[src/rtl/ulpb_tx_arbiter_pkg.sv]
// ulpb_tx_arbiter_pkg: shared state encodings and width helper for the ULPB transmit arbiter.
package ulpb_tx_arbiter_pkg;

    typedef enum logic [1:0] {
        ARB_IDLE,
        ARB_REQUEST,
        ARB_WAIT_RESULT,
        ARB_BACKOFF
    } arb_state_t;

    // Bits needed to hold values 0..n-1, never less than one.
    function automatic int ulpb_log2(input int n);
        int r;
        r = 1;
        for (int i = 1; i < 31; i++) if ((1 << i) < n) r = i + 1;
        return r;
    endfunction

endpackage

[src/rtl/ulpb_tx_arbiter_rr_picker.sv]
// ulpb_rr_picker: combinational round-robin pick of the first set request at or above ptr, wrapping.
module ulpb_rr_picker
    import ulpb_tx_arbiter_pkg::*;
#(
    parameter int NUM_REQ = 4,
    parameter int PTR_W   = 2
) (
    input  logic [NUM_REQ-1:0] req,
    input  logic [PTR_W-1:0]   ptr,
    output logic               valid,
    output logic [NUM_REQ-1:0] gnt,
    output logic [PTR_W-1:0]   idx
);

    logic [PTR_W-1:0] j;

    // Scanning the offsets downward lets the nearest request to ptr win.
    always_comb begin
        valid = |req;
        idx = '0;
        j = '0;
        for (int k = NUM_REQ - 1; k >= 0; k--) begin
            j = PTR_W'((int'(ptr) + k) % NUM_REQ);
            if (req[j]) idx = j;
        end
        gnt = valid ? NUM_REQ'(1) << idx : '0;
    end

endmodule

[src/rtl/ulpb_tx_arbiter.sv]
// ulpb_tx_arbiter: round-robin sharing of one ULPB transmit port, with retry/backoff on lost arbitration.
module ulpb_tx_arbiter
    import ulpb_tx_arbiter_pkg::*;
#(
    parameter int NUM_REQ        = 4,
    parameter int ADDR_WIDTH     = 8,
    parameter int DATA_WIDTH     = 32,
    parameter int MAX_RETRY      = 3,
    parameter int BACKOFF_CYCLES = 16
) (
    input  logic                          CLK_IN,
    input  logic                          RESET,
    input  logic [NUM_REQ-1:0]            REQ,
    input  logic [NUM_REQ*ADDR_WIDTH-1:0] REQ_ADDR,
    input  logic [NUM_REQ*DATA_WIDTH-1:0] REQ_DATA,
    output logic [NUM_REQ-1:0]            GNT,
    output logic [NUM_REQ-1:0]            DONE,
    output logic [NUM_REQ-1:0]            FAIL,
    output logic                          TX_REQ,
    output logic [ADDR_WIDTH-1:0]         TX_ADDR,
    output logic [DATA_WIDTH-1:0]         TX_DATA,
    input  logic                          TX_ACK,
    input  logic                          ARB_LOST,
    input  logic                          TX_SUCC,
    input  logic                          TX_FAIL,
    input  logic                          BUS_RESET
);

    localparam int PTR_W = ulpb_log2(NUM_REQ);
    localparam int RTY_W = ulpb_log2(MAX_RETRY + 1);
    localparam int BO_W  = ulpb_log2(BACKOFF_CYCLES);

    arb_state_t         state;
    logic [PTR_W-1:0]   rr_ptr;
    logic [PTR_W-1:0]   gnt_idx;
    logic [PTR_W-1:0]   next_ptr;
    logic [RTY_W-1:0]   retry_cnt;
    logic [BO_W-1:0]    backoff_cnt;
    logic               pick_valid;
    logic [NUM_REQ-1:0] pick_gnt;
    logic [PTR_W-1:0]   pick_idx;

    ulpb_rr_picker #(.NUM_REQ(NUM_REQ), .PTR_W(PTR_W)) u_picker (
        .req   (REQ),
        .ptr   (rr_ptr),
        .valid (pick_valid),
        .gnt   (pick_gnt),
        .idx   (pick_idx)
    );

    assign next_ptr = (gnt_idx == PTR_W'(NUM_REQ - 1)) ? '0 : gnt_idx + 1'b1;

    // DONE/FAIL default low so every finish produces exactly a one-cycle pulse.
    always_ff @(posedge CLK_IN) begin
        DONE <= '0;
        FAIL <= '0;
        if (RESET) begin
            state       <= ARB_IDLE;
            rr_ptr      <= '0;
            gnt_idx     <= '0;
            retry_cnt   <= '0;
            backoff_cnt <= '0;
            GNT         <= '0;
            TX_REQ      <= 1'b0;
            TX_ADDR     <= '0;
            TX_DATA     <= '0;
        end else if (state != ARB_IDLE && BUS_RESET) begin
            state  <= ARB_IDLE;
            GNT    <= '0;
            FAIL   <= GNT;
            TX_REQ <= 1'b0;
            rr_ptr <= next_ptr;
        end else begin
            case (state)
                ARB_IDLE: begin
                    if (pick_valid && !BUS_RESET) begin
                        state     <= ARB_REQUEST;
                        gnt_idx   <= pick_idx;
                        GNT       <= pick_gnt;
                        TX_ADDR   <= REQ_ADDR[pick_idx*ADDR_WIDTH +: ADDR_WIDTH];
                        TX_DATA   <= REQ_DATA[pick_idx*DATA_WIDTH +: DATA_WIDTH];
                        retry_cnt <= '0;
                        TX_REQ    <= 1'b1;
                    end
                end
                ARB_REQUEST: begin
                    if (ARB_LOST) begin
                        TX_REQ <= 1'b0;
                        if (retry_cnt == RTY_W'(MAX_RETRY)) begin
                            state  <= ARB_IDLE;
                            GNT    <= '0;
                            FAIL   <= GNT;
                            rr_ptr <= next_ptr;
                        end else begin
                            state       <= ARB_BACKOFF;
                            retry_cnt   <= retry_cnt + 1'b1;
                            backoff_cnt <= BO_W'(BACKOFF_CYCLES - 1);
                        end
                    end else if (TX_ACK) begin
                        TX_REQ <= 1'b0;
                        state  <= ARB_WAIT_RESULT;
                    end else if (!REQ[gnt_idx]) begin
                        TX_REQ <= 1'b0;
                        GNT    <= '0;
                        state  <= ARB_IDLE;
                    end
                end
                ARB_WAIT_RESULT: begin
                    if (TX_FAIL || TX_SUCC) begin
                        state  <= ARB_IDLE;
                        GNT    <= '0;
                        FAIL   <= TX_FAIL ? GNT : '0;
                        DONE   <= TX_FAIL ? '0 : GNT;
                        rr_ptr <= next_ptr;
                    end
                end
                ARB_BACKOFF: begin
                    if (!REQ[gnt_idx]) begin
                        GNT   <= '0;
                        state <= ARB_IDLE;
                    end else if (backoff_cnt == '0) begin
                        state  <= ARB_REQUEST;
                        TX_REQ <= 1'b1;
                    end else begin
                        backoff_cnt <= backoff_cnt - 1'b1;
                    end
                end
                default: state <= ARB_IDLE;
            endcase
        end
    end

endmodule

[config.mk]
export PLATFORM = sky130hd
export DESIGN_NAME = ulpb_tx_arbiter
export DESIGN_NICKNAME = d
export VERILOG_FILES = /design/src/rtl/ulpb_tx_arbiter_pkg.sv /design/src/rtl/ulpb_tx_arbiter_rr_picker.sv /design/src/rtl/ulpb_tx_arbiter.sv
export SDC_FILE = /design/constraint.sdc
export NUM_CORES = 1
export LEC_CHECK = 0
export CORE_ASPECT_RATIO = 1.4
export CORE_MARGIN = 10
export CORE_UTILIZATION = 39
export CTS_CLUSTER_SIZE = 40
export DETAILED_ROUTE_END_ITERATION = 10
export PLACE_DENSITY = 0.86
export SLEW_MARGIN = 20
export SYNTH_ARGS = -nofsm -noshare
export SYNTH_HDL_FRONTEND = slang
export SYNTH_SLANG_ARGS = --single-unit
[constraint.sdc]
create_clock -name CLK_IN -period 2.3 [get_ports CLK_IN]
set_input_delay 0.575 -clock CLK_IN [delete_from_list [all_inputs] [get_ports CLK_IN]]
set_output_delay 0.575 -clock CLK_IN [all_outputs]
set_load 0.1 [all_outputs]
Yosys cells after proc, flatten, opt, wreduce, memory -nomap -nowiden:

Cells that the tools add are included.
Widths: inputs -> output; s select.

* bits in registers: 65
* latch bits: 0
* RAM bits: 0
* ROM bits: 0
* bits of input ports: 171
* output and inout port bits: 53
* word-level logic and storage cells: 127
* memories: 0

* add/sub/neg operators: 6
* $mul: 0
* divide/modulo/power cells: 0
* order comparisons: 5
* equal/unequal tests: 19
* shift operators: 3
* muxes and demuxes: 59
* bitwise operators: 3
* reductions and logical operators: 21

Operators by type and width (number)
* $shiftx 128x8->32: 1
* $mux 4: 16
* $mux 2: 20
* $shiftx 32x6->8: 1
* $ne 3x3->1 const B: 6
* $pmux 4 s2: 2
* $pmux 4 s4: 1
* $lt 2x3->1 const B: 5
* $ne 2x2->1 const B: 7
* $reduce_and 4->1: 3
* $mux 1: 11
* $bmux 1 s2: 5
* $reduce_and 5->1: 2
* $eq 2x2->1 const B: 4
* $pmux 2 s2: 2
* $pmux 2 s4: 1
* $add 2x1->2 const B: 3
* $reduce_and 6->1: 1
* $reduce_bool 2->1: 3
* $reduce_bool 3->1: 2
* $reduce_or 5->1: 1
* $add 2x2->2 const B: 2
* $logic_not 4->1: 1
* $ne 4x4->1 const B: 1
* other kinds (12): 15

Logic depth before layout (Yosys ltp):

Gate-level depths: netlist of run 1.

* word-level depth: 11
* mapped depth: 8
* depth with buffers taken out: 7

Hierarchy:

From an unflattened synthesis of run 1, not the netlist that was laid out.

* cell total of the unflattened synthesis: 406
* area, all modules: 3873.7 um^2

By module, submodules not included
* ulpb_tx_arbiter: times used 1, cells an instance 372, area an instance 3654.8 um^2, sequential area each 1301.2 um^2
* ulpb_rr_picker: times used 1, cells an instance 34, area an instance 219.0 um^2, sequential area each 0.0 um^2

Worst setup path after synthesis of run 1:

Ideal clock, no wire load.

* kind: input to register
* start: input REQ[0]
* end: register TX_DATA[10]
* setup time: 129 ps
* arrival time: 1829 ps
* slack: 342 ps
* cell stages on the path: 7
* cell sequence: a21o_1 > a21oi_1 > o22a_1 > buf_2 > buf_2 > mux2i_1 > o221ai_2

* longest elaborated chain between the ends: 7
* elaborated cells on any way between the ends: 16
* those cells by class: shift (1); mux (12); reduce/logical (3)

Ends and longest elaborated chain
* start, declared: line ulpb_tx_arbiter.sv:13 `input logic [NUM_REQ-1:0] REQ,`
* $bmux 1 s2: line ulpb_tx_arbiter_rr_picker.sv:24 `if (req[j]) idx = j;`
* $mux 1 (not written as such): line ulpb_tx_arbiter_rr_picker.sv:24
* $mux 2 (4 in series): line ulpb_tx_arbiter_rr_picker.sv:24
* $shiftx 128x8->32: line ulpb_tx_arbiter.sv:81 `TX_DATA <= REQ_DATA[pick_idx*DATA_WIDTH +: DATA_WIDTH];`
* end signal, assigned: line ulpb_tx_arbiter.sv:81
* end, declared: line ulpb_tx_arbiter.sv:21 `output logic [DATA_WIDTH-1:0] TX_DATA,`

Parallel ways exist; a longest one is shown, timed or not. The select of a mux whose other input is x is not followed.
A chain may end at the register's enable or synchronous reset.

Final worst setup path of run 1:

* start: input REQ[0]
* end: register TX_DATA[25]

The elaborated chain is that of the path after synthesis.

==> results of run 1 <==
==> registers in the layout, summed over array words and instances, names as in the netlist <==
| register | cells |
|---|---|
| TX_REQ | 1 |
| backoff_cnt | 4 |
| GNT | 4 |
| TX_DATA | 32 |
| FAIL | 4 |
| state | 2 |
| retry_cnt | 2 |
| TX_ADDR | 8 |
| gnt_idx | 2 |
| DONE | 4 |
| rr_ptr | 2 |
==> Yosys cell counts, types with 5 or more instances <==
library cell	number
a21oi_1	11
and2_1	8
buf_2	12
clkbuf_1	10
dfxtp_1	65
ha_1	7
inv_1	9
mux2i_1	85
nand2_1	47
nor2_1	17
o21ai_0	5
o221ai_2	40
==> per-stage QoR <==
step	cell area (um^2)	hold WS, ns	utilization [%]	setup WS [ns]
floorplan	3860	0.450	-	0.342
global placement	6290	0.451	65.7	-0.291
detailed placement	6290	0.455	65.7	-0.377
CTS	6610	0.469	69.1	0.00905
global route	6910	0.490	72.3	-0.0484
finish	6910	0.463	72.3	0.0261
==> per-layer routing <==
| metal | GRT usage, % | vias up |
|---|---|---|
| met3 | 5.42 | 25 |
| met2 | 35.8 | 185 |
| met5 | 0 | - |
| li1 | - | 1907 |
| met4 | 5.74 | 0 |
| met1 | 22.2 | 1840 |
==> power by group through the flow <==
| stage | sequential, W | clock, W | combinational (W) |
|---|---|---|---|
| 3_5_place_dp | 0.00139 | 0 | 0.00225 |
| 5_1_grt | 0.00139 | 0.00148 | 0.00253 |
| 4_1_cts | 0.00137 | 0.00142 | 0.00227 |
| 2_1_floorplan | 0.00217 | 0 | 0.000725 |
| 6_report | 0.00137 | 0.00140 | 0.00242 |
| 3_3_place_gp | 0.00138 | 0 | 0.00221 |
==> cell families after synthesis <==
| group | synth area share, % |
|---|---|
| AND/OR/NAND/NOR | 11.9 |
| buffers and inverters | 5.87 |
| adder cells (fa/ha/maj) | 2.27 |
| flip-flops | 33.7 |
| XOR/XNOR | 0.454 |
| AO/OA/AOI/OAI | 23.1 |
| multiplexers | 22.6 |
==> cell type report <==
cell class | instances | area [um^2] | share of cell area, %
Clock buffer | 14 | 274 | 3.97
Multi-Input combinational cell | 273 | 2510 | 36.4
Timing Repair Buffer | 263 | 2580 | 37.4
Sequential cell | 65 | 1300 | 18.8
Inverter | 10 | 37.5 | 0.543
Tap cell | 132 | 165 | 2.39
Clock inverter | 2 | 35.0 | 0.507
==> placed cells by master (no fill, tap or decap), drive strengths merged, types with 2 or more instances in the layout <==
cell type      synthesis  final
dfxtp                 65     65
clkdlybuf4s50          0    170
or3                    3      3
nor2                  17     17
nand2                 47     47
and2                   8      8
xnor2                  2      2
o21ai                  5      5
ha                     7      7
o2bb2ai                3      3
o221ai                40     40
buf                   17     89
clkbuf                10     18
nor2b                  3      3
inv                   10     10
a21oi                 12     12
nand3                  4      4
nand2b                 4      4
a211oi                 5      5
a21o                   3      3
nand3b                 3      3
nor3b                  3      3
o22ai                  2      2
mux2i                 85     85
==> worst reg2reg max path: stages (launching register included) <==
cell and delay, ns:
dfxtp_1 0.42, inv_1 0.12, ha_1 0.33, nor2b_1 0.30, or2_0 0.27, nor2_1 0.10, nand3b_1 0.14, a2bb2o_1 0.30
==> path summary, 6_finish.rpt <==
kind,from,to,depth (start not counted)
max,REQ[0],TX_DATA[25]$_SDFFE_PP0P_,9
min,TX_DATA[8]$_SDFFE_PP0P_,TX_DATA[8]$_SDFFE_PP0P_,2
max reg2reg,state[0]$_SDFFE_PP0P_,GNT[2]$_SDFFE_PP0P_,7
min reg2reg,TX_DATA[8]$_SDFFE_PP0P_,TX_DATA[8]$_SDFFE_PP0P_,2
==> timing repair <==
item                       4_1_cts  5_1_grt
setup endpoints to repair       32       26
gates resized for setup          3       27
buffers inserted                 0        6
pin swaps                        0        3
hold buffers                     0        0
gates cloned                     0        4
==> metrics.yaml, run 1 <==
endpoint_kind: "flop"
combPwrFrac_pct: 46.7
rsz0062_at_grt: "true"
cp_max_fo: 12
setup_tns_ns: 0
drv_slew: 0
ys_seq_area_share_pct: 33.7
rrSetupSlack_ns: 0.21
antenna_cells: 0
crit_chain: "clkdlybuf4s50_1 > buf_4 > a21o_1 > a21oi_2 > o22a_4 > buf_4 > buf_12 > mux2i_1 > o221ai_2"
drc: 0
pin_count: 224
period_needed_ns: 2.27
syn_area_um2: 3860
cts_tree: "built"
place_hpwl_um: 11900
routed_via_density: 5.21
clock-sinks: 65
netlist_instances: 375
numPortBuffers: 223
syn2layout_area_growth_pct: 79.2
synth_fp_nets: 553
die-area_um2: 14300
setup_viol: 0
hold_class: "flop to flop"
drt_iter0_markers: 160
cts-root-buf: "clkbuf_16"
grt.total_usage_pct: 19.8
htree_levels: 3
finalClockSkew_ns: 0.00477
die_x_um: 104
async_flop_share_pct: 0
drtPass1Iterations: 5
rows: 42
wl_met3_um: 907
drtAntennaViolNets: 0
synth_area_leader_cell: "dfxtp_1"
nets: 800
route.met2.wl_um: 8180
powerDensity_nw_per_um2: 751
min_period_over_period_pct: 98.9
clk_latency_ns: 0.32
wirelength_met1_um: 6080
gp_congestion: 0.912
grt_pass1_wl_um: 22900
instances_no_fill: 759
synth-seq-cells: 65
synth_edf_count: 0
yosysWarnings: 0
switching_share_pct: 39.4
path_clk_slew_ns: 0.05
grt_start_max_net_pins: 31
worst_slew_pin_slew_ns: 0.457
dpl.cell_count: 733
synthDistinctLibCells: 45
status: "completed"
clockPowerShare_pct: 26.9
wl_um: 15400
core_area_um2: 9560
synth_top_area_share_pct: 33.7
path_class: "input port to flop"
p_int_w: 0.00314
cpMaxStageDelayCell: "clkdlybuf4s50_1"
critPathTopFamily: "buffers and inverters"
antenna_found_initial: 0
arrival_ns: 2.47
p_leak_nw: 2.71
cts_buffers: 9
critPathBufInv: 4
slew_headroom_pct: 69.6
synthFlopType: "dfxtp_1"
vias: 3957
drive_above_1_share_pct: 27.9
nFillCells: 705
detail_route.wl_per_cell_um: 20.4
peakVddDrop_mv: 0.452
cap_violations: 0
start_util_pct: 40.3
start_kind: "input port"
synth.area.top_cells: "dfxtp_1 (34%), mux2i_1 (22%), o221ai_2 (16%), nand2_1 (4.6%), ha_1 (2.3%)"
grt_pass1_vias: 4196
clockBufferDepth: 2
power_switching_w: 0.00205
gr-total-overflow: 0
power_w: 0.00519
max_stage_delay_ns: 0.46
required_ns: 2.50
syn_avg_cell_area_um2: 10.3
max_freq_ghz: 0.440
die_h_um: 138
topRoutingLayerUsed: "met4"
crit_top_cell: "buf_4"
power.share.sequential_pct: 26.4
hold_viol_final: 0
No activity file was read; power rests on OpenSTA's default activity.
==> run 2, diff against run 1 <==
Settings changed: CORE_ASPECT_RATIO 1.4 to default, SKIP_LAST_GASP from default to 1.
Clock period 2.3 ns to 2.1 ns, I/O delays scaled along.
==> metrics.yaml, run 2 (same netlist as run 1, synthesis figures left out) <==
arrival_ns: 2.26  # -0.21 ns
start_kind: "input port"
routed_via_density: 5.23  # +0.34%
drive_above_1_share_pct: 29.7  # +1.8 points
finalClockSkew_ns: 0.0123  # +0.00756 ns
powerDensity_nw_per_um2: 763  # +1.6%
hold_viol_final: 0  # unchanged
grt_start_max_net_pins: 23  # -26%
grt_pass1_vias: 4451  # +6.1%
clock-sinks: 65  # unchanged
place_hpwl_um: 11900  # +0.19%
timing.rr.start: "rr_ptr[0]$_SDFFE_PP0P_"
rsz0062_at_grt: "false"
clockBufferDepth: 2  # unchanged
numPortBuffers: 223  # unchanged
antenna_cells: 0  # unchanged
slew_headroom_pct: 67.2  # -2.4 points
min_period_over_period_pct: 97.9
setup_ws_ns: 0.0448  # +0.0187 ns
place_ws_ns: -0.533  # -0.155 ns
required_ns: 2.31  # -0.19 ns
hold_class: "flop to flop"
largest_reg_flops: 32  # unchanged
drv_slew: 0  # unchanged
largestRegisters: "TX_DATA x32, TX_ADDR x8"
max_freq_ghz: 0.487
die-area_um2: 14300  # -0.40%
wl_um: 16500  # +6.7%
hold_path_depth: 2  # unchanged
cpMaxStageDelayCell: "bufbuf_16"
die_h_um: 119  # -13%
cts-root-buf: "clkbuf_8"
period_needed_ns: 2.06
drtPass1Iterations: 4  # -1
hold_end: "TX_ADDR[1]$_SDFFE_PP0P_"
r2r-end: "TX_DATA[24]$_SDFFE_PP0P_"
grt_pass1_wl_um: 24700  # +8.0%
critPathBufInv: 5  # +1
cap_violations: 0  # unchanged
rows: 36  # -14%
path_class: "input port to flop"
final_cell_mix: "clkdlybuf4s50_1 (166), buf_4 (83), mux2i_1 (69), dfxtp_1 (65), nand2_1 (47)"
final_common_cell: "clkdlybuf4s50_1"
cts_buffers: 9  # unchanged
antenna_found_initial: 0  # unchanged
drt_iter0_markers: 195  # +22%
peakVddDrop_mv: 0.466  # +3.2%
clk_latency_ns: 0.34  # +0.02 ns
power_w: 0.00532  # +2.5%
fin_util_pct: 72.0  # -0.24 points
hold_buffers: 0  # unchanged
max_stage_delay_ns: 0.28  # -0.18 ns
htree_levels: 3  # unchanged
nets: 811  # +1.4%
setup_viol: 0  # unchanged
pin_count: 224  # unchanged
worst_slew_pin_slew_ns: 0.492  # +0.0354 ns
status: "completed"
grt.total_usage_pct: 21.6  # +1.9 points
drtAntennaViolNets: 0  # unchanged
regMostFlops: "TX_DATA"
path_clk_slew_ns: 0.08  # +0.03 ns
gr-total-overflow: 0  # unchanged
p_leak_nw: 2.78  # +2.5%
gp_congestion: 0.910  # -0.19%
rrSetupSlack_ns: 0.06  # -0.15 ns
vias: 4028  # +1.8%
hold_start: "TX_ADDR[1]$_SDFFE_PP0P_"
r2r_cells: 8  # +1
die_x_um: 119  # +15%
cp_max_fo: 9  # -3
crit_chain: "dlygate4sd2_1 > buf_6 > a21o_1 > a21oi_2 > o22a_4 > buf_12 > buf_8 > bufbuf_16 > mux2i_4 > o221ai_2"
core_area_um2: 9680  # +1.3%
start_util_pct: 39.8  # -0.50 points
critical_path_depth: 10  # +1
syn2layout_area_growth_pct: 80.9
endpoint_kind: "flop"
detail_route.wl_per_cell_um: 21.4  # +5.2%
critPathTopFamily: "buffers and inverters"
drc: 0  # unchanged
cts_tree: "built"
==> run 2: cell types whose count changed in the layout (fill, tap and decap cells not counted), sizes merged <==
cell	previous run	this run
bufbuf	0	3
dlygate4sd2	0	3
clkinv	1	3
dlymetal6s2s	0	1
clkdlybuf4s50	170	166
buf	89	101
clkbuf	18	11
==> run 2: worst max-delay path by stage <==
stage	startpoint	endpoint	slack, ns
3_5_place_dp	REQ[2]	TX_DATA[1]$_SDFFE_PP0P_	-0.53
4_1_cts	REQ[3]	TX_DATA[1]$_SDFFE_PP0P_	0.003
5_1_grt	REQ[1]	TX_DATA[20]$_SDFFE_PP0P_	0.005
2_1_floorplan	backoff_cnt[0]$_SDFFE_PP0P_	state[0]$_SDFFE_PP0P_	0.18
3_3_place_gp	REQ[2]	TX_ADDR[6]$_SDFFE_PP0P_	-0.44
6_report	REQ[1]	TX_DATA[24]$_SDFFE_PP0P_	0.04
==> run 2: power by group <==
| group | total, W | internal (W) | switching (W) |
|---|---|---|---|
| combinational | 0.00280 | 0.00115 | 0.00166 |
| sequential | 0.00150 | 0.00139 | 0.000114 |
| clock | 0.00101 | 0.000537 | 0.000472 |
==> run 2: per-stage QoR <==
step | std cells | cell area (um^2) | hold WS [ns] | TNS, ns
2_1_floorplan | 375 | 3860 | 0.450 | 0
3_3_place_gp | 740 | 6280 | 0.451 | -21.14
3_5_place_dp | 740 | 6280 | 0.448 | -24.59
5_1_grt | 770 | 6970 | 0.493 | 0
4_1_cts | 769 | 6910 | 0.471 | 0
6_report | 770 | 6970 | 0.468 | 0
==> run 2: worst reg2reg max path: stages (launching register included) <==
cell and delay [ns]:
dfxtp_1 0.43, nand2b_1 0.20, nor2b_1 0.20, o22a_4 0.19, buf_12 0.13, buf_8 0.11, bufbuf_16 0.29, mux2i_4 0.24
o221ai_2 0.13
==> run 2: layout make-up <==
type | count | area, um^2
clock buffer | 11 | 131
clock inverter | 4 | 45.0
fill | 695 | 2710
inverter | 10 | 37.5
multi-input combinational | 273 | 2490
sequential | 65 | 1300
tap | 133 | 166
timing repair buffer | 274 | 2800
==> run 2: timing repair <==
action,in CTS,in global routing
gates resized for setup,34,12
pin swaps,1,3
endpoints found under the setup margin,44,50
setup buffers,6,1
gates cloned,8,0
==> run 2: metal layers <==
metal,GRT usage [%],part of all wire [%],up-vias
met5,0,0,-
met4,6.41,1.5,0
met3,5.43,6.1,15
met2,39.6,53,166
met1,24.0,39,1925
li1,-,-,1922
==> run 3, diff against run 2 <==
Settings changed: CTS_BUF_LIST from default to sky130_fd_sc_hd__clkbuf_8.
==> metrics.yaml, run 3 (same netlist as run 1, synthesis figures left out) <==
status: "completed"
worst_slew_pin_slew_ns: 0.487  # -0.00535 ns
setup_ws_ns: 0.0577  # +0.0129 ns
peakVddDrop_mv: 0.466  # about the same
syn2layout_area_growth_pct: 80.5
required_ns: 2.32  # about the same
min_period_over_period_pct: 97.3  # -0.61 points
cp_max_fo: 9  # unchanged
grt_pass1_wl_um: 24400  # -1.1%
grt_start_max_net_pins: 23  # unchanged
regMostFlops: "TX_DATA"
start_kind: "input port"
endpoint_kind: "flop"
antenna_cells: 0  # unchanged
slew_headroom_pct: 67.5  # +0.36 points
grt.total_usage_pct: 21.3  # -0.32 points
clockBufferDepth: 2  # unchanged
detail_route.wl_per_cell_um: 21.2  # -0.84%
place_hpwl_um: 11900  # unchanged
cts-root-buf: "clkbuf_8"
max_freq_ghz: 0.490  # +0.63%
period_needed_ns: 2.04  # -0.0129 ns
gr-total-overflow: 0  # unchanged
die_x_um: 119  # unchanged
hold_class: "flop to flop"
cap_violations: 0  # unchanged
drive_above_1_share_pct: 29.5  # -0.16 points
clockPowerShare_pct: 19.0  # about the same
largest_reg_flops: 32  # unchanged
htree_levels: 3  # unchanged
final_common_cell: "clkdlybuf4s50_1"
final_cell_mix: "clkdlybuf4s50_1 (166), buf_4 (83), mux2i_1 (70), dfxtp_1 (65), nand2_1 (47)"
drv_slew: 0  # unchanged
placement.cell_area_um2: 6280  # unchanged
cts_buffers: 9  # unchanged
start_util_pct: 39.8  # unchanged
setup_tns_ns: 0  # unchanged
drtPass1Iterations: 4  # unchanged
routed_via_density: 5.24  # +0.25%
cts_tree: "built"
power_switching_w: 0.00224  # about the same
switching_share_pct: 42.3  # +0.098 points
arrival_ns: 2.26  # about the same
fin_util_pct: 71.9  # -0.13 points
power.share.sequential_pct: 28.4  # about the same
clk_latency_ns: 0.34  # about the same
place_ws_ns: -0.533  # unchanged
hold_viol_final: 0  # unchanged
die_h_um: 119  # unchanged
path_clk_slew_ns: 0.08  # about the same
rows: 36  # unchanged
powerDensity_nw_per_um2: 762  # about the same
path_class: "input port to flop"
grt_pass1_vias: 4439  # -0.27%
finalClockSkew_ns: 0.0132  # +0.000921 ns
drtAntennaViolNets: 0  # unchanged
drc: 0  # unchanged
setup_viol: 0  # unchanged
wl_um: 16300  # -0.84%
pin_count: 224  # unchanged
p_leak_nw: 2.79  # +0.26%
largestRegisters: "TX_DATA x32, TX_ADDR x8"
antenna_found_initial: 0  # unchanged
rsz0062_at_grt: "true"
numPortBuffers: 223  # unchanged
finalInstanceArea_um2: 6960  # -0.18%
nets: 811  # unchanged
p_int_w: 0.00306  # -0.44%
die-area_um2: 14300  # unchanged
gp_congestion: 0.910  # unchanged
clock-sinks: 65  # unchanged
vias: 4038  # +0.25%
drt_iter0_markers: 171  # -12%
core_area_um2: 9680  # unchanged
combPwrFrac_pct: 52.7  # about the same
## run 3: cell count changes in the layout (fill, tap and decap cells not counted)
cell      delta
clkbuf_1     -2
inv_1        +2
mux2i_1      +1
mux2i_4      -1
## run 3: final cells by class
cell class	instances	area, um^2
multi-input combinational	273	2480
clock buffer	9	124
inverter	10	37.5
tap	133	166
timing repair buffer	274	2800
fill	697	2720
sequential	65	1300
clock inverter	6	52.6
## run 3: critical path: stages
cell           delay (ns)
dlygate4sd2_1        0.25
buf_6                0.13
a21o_1               0.16
a21oi_2              0.13
o22a_4               0.18
buf_12               0.12
buf_8                0.12
bufbuf_16            0.28
mux2i_4              0.23
o221ai_2             0.13
## run 3: stage by stage
stage	power, W	hold slack (ns)	cells
3_3_place_gp	0.00394	0.451	740
4_1_cts	0.00527	0.471	769
5_1_grt	0.00551	0.493	770
3_5_place_dp	0.00399	0.448	740
2_1_floorplan	0.00317	0.450	375
6_report	0.00530	0.468	770
## run 3: path summary, 6_finish.rpt
check / startpoint / endpoint / slack, ns / cells after the start
worst max-delay path: REQ[1] / TX_DATA[20]$_SDFFE_PP0P_ / 0.06 / 10
worst min-delay path: TX_ADDR[1]$_SDFFE_PP0P_ / TX_ADDR[1]$_SDFFE_PP0P_ / 0.47 / 2
worst max register to register: state[0]$_SDFFE_PP0P_ / TX_DATA[20]$_SDFFE_PP0P_ / 0.09 / 6
worst min register to register: TX_ADDR[1]$_SDFFE_PP0P_ / TX_ADDR[1]$_SDFFE_PP0P_ / 0.47 / 2
## run 3: what timing repair did
| item | CTS | global route |
|---|---|---|
| setup endpoints to repair | 44 | 50 |
| setup buffers | 6 | 1 |
| pin swaps | 1 | 2 |
| resized for setup | 32 | 12 |
| gates cloned | 8 | 0 |
| hold buffers | 0 | 0 |
## run 3: power by group through the flow
stage          Combinational [W]  Clock (W)  Sequential (W)
6_report                 0.00279    0.00101         0.00150
3_5_place_dp             0.00247          0         0.00152
4_1_cts                  0.00275    0.00102         0.00150
2_1_floorplan           0.000794          0         0.00238
5_1_grt                  0.00291    0.00108         0.00152
3_3_place_gp             0.00243          0         0.00151
## run 3: per-layer routing
layer	track usage (%)	wire length [um]	vias up
li1	-	-	1922
met2	38.9	8590	180
met3	5.24	1090	17
met5	0	0	-
met1	23.8	6400	1919
met4	6.26	267	0
